**config.mk**
```make
export PLATFORM = sky130hd
export DESIGN_NAME = store_unit
export DESIGN_NICKNAME = d
export VERILOG_FILES = /design/src/rtl/store_unit.sv
export SDC_FILE = /design/constraint.sdc
export NUM_CORES = 1
export LEC_CHECK = 0
export CORE_ASPECT_RATIO = 0.7
export CORE_MARGIN = 2
export CORE_UTILIZATION = 48
export DETAILED_ROUTE_END_ITERATION = 6
export PLACE_DENSITY = 0.82
export SKIP_LAST_GASP = 1
export SLEW_MARGIN = 20
export SYNTH_ARGS = -nofsm -noshare
export SYNTH_HDL_FRONTEND = slang
export SYNTH_SLANG_ARGS = --single-unit
```
**constraint.sdc**
```tcl
create_clock -name clk -period 3.5 [get_ports clk]
set_input_delay 0.525 -clock clk [delete_from_list [all_inputs] [get_ports clk]]
set_output_delay 0.525 -clock clk [all_outputs]
set_load 0.02 [all_outputs]
```
**src/rtl/store_unit.sv**
```systemverilog
// Read-modify-write store unit: word stores write directly, byte/halfword stores
// read the containing word, merge the new lane(s) in and write the word back.
module store_unit (
  input  logic        clk,
  input  logic        reset_n,
  input  logic        Start,
  input  logic [1:0]  StoreSize,
  input  logic [31:0] Addr,
  input  logic [31:0] StoreData,
  input  logic [31:0] MemDataIn,
  output logic [31:0] MemAddr,
  output logic        MemWR,
  output logic [31:0] MemDataOut,
  output logic        Busy,
  output logic        Done,
  output logic        AlignErr
);

  localparam logic [1:0] SZ_WORD = 2'b00;
  localparam logic [1:0] SZ_HALF = 2'b01;
  localparam logic [1:0] SZ_BYTE = 2'b10;

  typedef enum logic [2:0] {IDLE, READ, WAIT, WRITE, DONE, ERR} state_t;

  state_t      state;
  logic [31:0] addr_q;
  logic [1:0]  size_q;
  logic [15:0] data_q;
  logic [31:0] merge_q;

  function automatic logic misaligned(input logic [1:0] size, input logic [1:0] lo);
    logic bad;
    case (size)
      SZ_WORD: bad = (lo != 2'b00);
      SZ_HALF: bad = lo[0];
      SZ_BYTE: bad = 1'b0;
      default: bad = 1'b1;
    endcase
    misaligned = bad;
  endfunction

  // Little-endian lanes: byte lane k = lo, halfword lane h = lo[1].
  function automatic logic [31:0] merge_word(input logic [31:0] word, input logic [15:0] data,
                                             input logic [1:0] size, input logic [1:0] lo);
    logic [31:0] w;
    w = word;
    if (size == SZ_BYTE) begin
      case (lo)
        2'd0:    w[7:0]   = data[7:0];
        2'd1:    w[15:8]  = data[7:0];
        2'd2:    w[23:16] = data[7:0];
        default: w[31:24] = data[7:0];
      endcase
    end else if (lo[1]) begin
      w[31:16] = data;
    end else begin
      w[15:0] = data;
    end
    merge_word = w;
  endfunction

  // Address and write data are gated by registered flags so reset zeroes them at once.
  assign MemAddr    = Busy  ? {addr_q[31:2], 2'b00} : 32'd0;
  assign MemDataOut = MemWR ? merge_q : 32'd0;

  always_ff @(posedge clk or negedge reset_n) begin
    if (!reset_n) begin
      state    <= IDLE;
      addr_q   <= '0;
      size_q   <= '0;
      data_q   <= '0;
      merge_q  <= '0;
      MemWR    <= 1'b0;
      Busy     <= 1'b0;
      Done     <= 1'b0;
      AlignErr <= 1'b0;
    end else begin
      MemWR    <= 1'b0;
      Done     <= 1'b0;
      AlignErr <= 1'b0;
      unique case (state)
        IDLE: begin
          if (Start) begin
            addr_q <= Addr;
            size_q <= StoreSize;
            data_q <= StoreData[15:0];
            Busy   <= 1'b1;
            if (misaligned(StoreSize, Addr[1:0])) begin
              AlignErr <= 1'b1;
              state    <= ERR;
            end else if (StoreSize == SZ_WORD) begin
              merge_q <= StoreData;
              MemWR   <= 1'b1;
              state   <= WRITE;
            end else begin
              state <= READ;
            end
          end
        end
        READ:  state <= WAIT;
        WAIT: begin
          merge_q <= merge_word(MemDataIn, data_q, size_q, addr_q[1:0]);
          MemWR   <= 1'b1;
          state   <= WRITE;
        end
        WRITE: begin
          Done  <= 1'b1;
          state <= DONE;
        end
        DONE, ERR: begin
          Busy  <= 1'b0;
          state <= IDLE;
        end
        default: begin
          Busy  <= 1'b0;
          state <= IDLE;
        end
      endcase
    end
  end

endmodule

```
==> out/results.ini <==
[outcome]
status=finished clean

[routing]
vias=3515
detail_route.wirelength_um=12000
drt_first_pass_iters=6
drc=0
ant_nets=0
wl_per_cell_um=18.1
drt_iter0_markers=204
via_per_inst=5.30

[worst_setup_path]
cp.buffers_inverters=1
crit_chain=and2_1, clkdlybuf4s50_1
cp_max_fo=33
critical_path_class=reg2out
critical_path_arrival_ns=2.08
slowest_stage=dfrtp_1
r2r_slack_ns=1.28
worst_setup_path_end_kind=output pin
cp.required_ns=2.97
crit_path_max_incr_delay_ns=0.87
path_delay_family=flip-flops
start_kind=flop

[finish]
final_cell_mix=165 x clkdlybuf4s50_1, 89 x dfrtp_1, 63 x and2_1
antenna_cells=0
nets=635
layout_commonest_cell=clkdlybuf4s50_1
drive_gt1_frac=0.184
syn_to_final_growth_pct=45.1

[power_and_ir_drop]
ir_worst_vdd_v=0.000608
power.density_mw_per_mm2=894
power.leakage_nw=2.80
fin_total_pwr_mw=5.92

[die]
row_count=29
ios=169
core_area_sq_mm=0.00914
die_y_um=85.6
die_area_sq_mm=0.0103
die_w_um=121
start_util=0.499

[job]
drv_cap=0

[global_routing]
grt_usage=0.242
grt_pass1_wl_um=19200
grt_pass1_vias=3747
grt_max_degree=37
overflow=0
grt_antenna_before_repair=0

[sta]
slew_violations=0
fin_crit_ns=2.61
setup_violations=0
skew_ns=0.00624
tightest_slew_ns=0.837
timing.fmax_ghz=0.384
min_period_over_period=0.744
hold_viol_final=0
final.setup.tns_ns=0
slew_headroom=0.441
hold_ws_ns=0.0962
rsz0062_at_grt=no

[hold_path]
hp-class=in2async

[cts]
cts_buffers=9
tritoncts=done
cts-resized-gates=0
clk_pin_slew_ns=0.06
cts_setup_buffers=0
root_buffer=clkbuf_16
cts_sinks=89
holdBufCountCts=0
cts-htree-levels=3
cts_max_path_buffers=2
clk_latency_ns=0.34

[placed_design]
post-dp-hpwl_um=8780
io_buffers=166
gp_routability_congestion=0.812

[synth]
synth_area_sq_mm=0.00456
syn_avg_cell_area_sq_um=12.2
yosys.cell_types.count=36
yosysWarnings=0
ys_ff_latch=89
netlist_instances=375
seq_area_frac_synth=0.488

[path summary, 6_finish.rpt]
kind	depth (start not counted)	start	to
setup / recovery	2	MemWR$_DFF_PN0_	MemDataOut[5]
hold / removal	1	reset_n	addr_q[5]$_DFFE_PN0P_
min in group clk	1	addr_q[4]$_DFFE_PN0P_	addr_q[4]$_DFFE_PN0P_
max in group asynchronous	2	reset_n	merge_q[5]$_DFFE_PN0P_
setup reg to reg	3	state[1]$_DFFE_PN0P_	merge_q[10]$_DFFE_PN0P_
hold reg to reg	1	addr_q[4]$_DFFE_PN0P_	addr_q[4]$_DFFE_PN0P_
[per-stage QoR]
step | cell area [sq um] | instances | util | setup slack, ns
6_report | 6620 | 663 | 0.724 | 0.895
5_1_grt | 6620 | 663 | 0.724 | 0.751
4_1_cts | 6620 | 663 | 0.724 | 0.808
3_5_place_dp | 6300 | 647 | 0.689 | 0.922
3_3_place_gp | 6300 | 647 | 0.689 | 1.03
2_1_floorplan | 4570 | 376 | - | 1.71
[sequential cells by signal (all words and copies together) (netlist names)]
register / cells
addr_q: 32
AlignErr: 1
data_q: 16
Busy: 1
Done: 1
merge_q: 32
size_q: 2
state: 3
MemWR: 1
[Yosys cell counts (all sizes together)]
library cell  count  area (sq um)
o21ai             4          23.8
o221a             8          90.1
nor3b             1          12.5
dfrtp            89          2230
or2               2          12.5
nand2b           16           100
o311a             1          10.0
and2             63           394
a21oi             1          8.76
a211oi            3          27.5
conb              1          3.75
clkbuf            9          33.8
or4bb             1          11.3
and3              1          6.26
nor4b             1          23.8
nor2              9          33.8
mux2i            49           490
nor4              1          12.5
inv               2          7.51
nor2b             3          18.8
nor3             15          75.1
or3b              1          8.76
buf              16          96.3
a21o              1          7.51
o32ai             7          61.3
mux2             64           736
nand2             5          21.3
a21boi            1          7.51
[metal layers]
metal / vias to the layer above / share of wire / GRT usage
li1: 1637 / - / -
met1: 1731 / 0.46 / 0.326
met2: 139 / 0.45 / 0.378
met3: 8 / 0.080 / 0.0844
met4: 0 / 0.0092 / 0.0645
met5: - / 0 / 0
[report_power, final]
| part | internal, mW | switching [mW] | total, mW | leakage, nW |
|---|---|---|---|---|
| registers | 1.56 | 0.419 | 1.98 | 1.04 |
| logic | 1.60 | 1.33 | 2.93 | 1.60 |
| clock network | 0.615 | 0.396 | 1.01 | 0.152 |
| total | 3.77 | 2.14 | 5.92 | 2.80 |
[area by class of cell]
cell class	instances	area, sq um
multi-input combinational	260	2210
clock inverter	3	46.3
fill	651	2530
tap	124	155
clock buffer	13	270
timing repair buffer	172	1700
inverter	2	7.51
sequential	89	2230
[kinds of logic after synthesis]
| group | Yosys count | share of synthesized area |
|---|---|---|
| compound gates | 26 | 0.0518 |
| simple gates | 119 | 0.160 |
| other cells | 1 | 0.000822 |
| flops | 89 | 0.488 |
| buf+inv | 27 | 0.0302 |
| mux | 113 | 0.269 |
No activity file was read; power rests on OpenSTA's default activity.
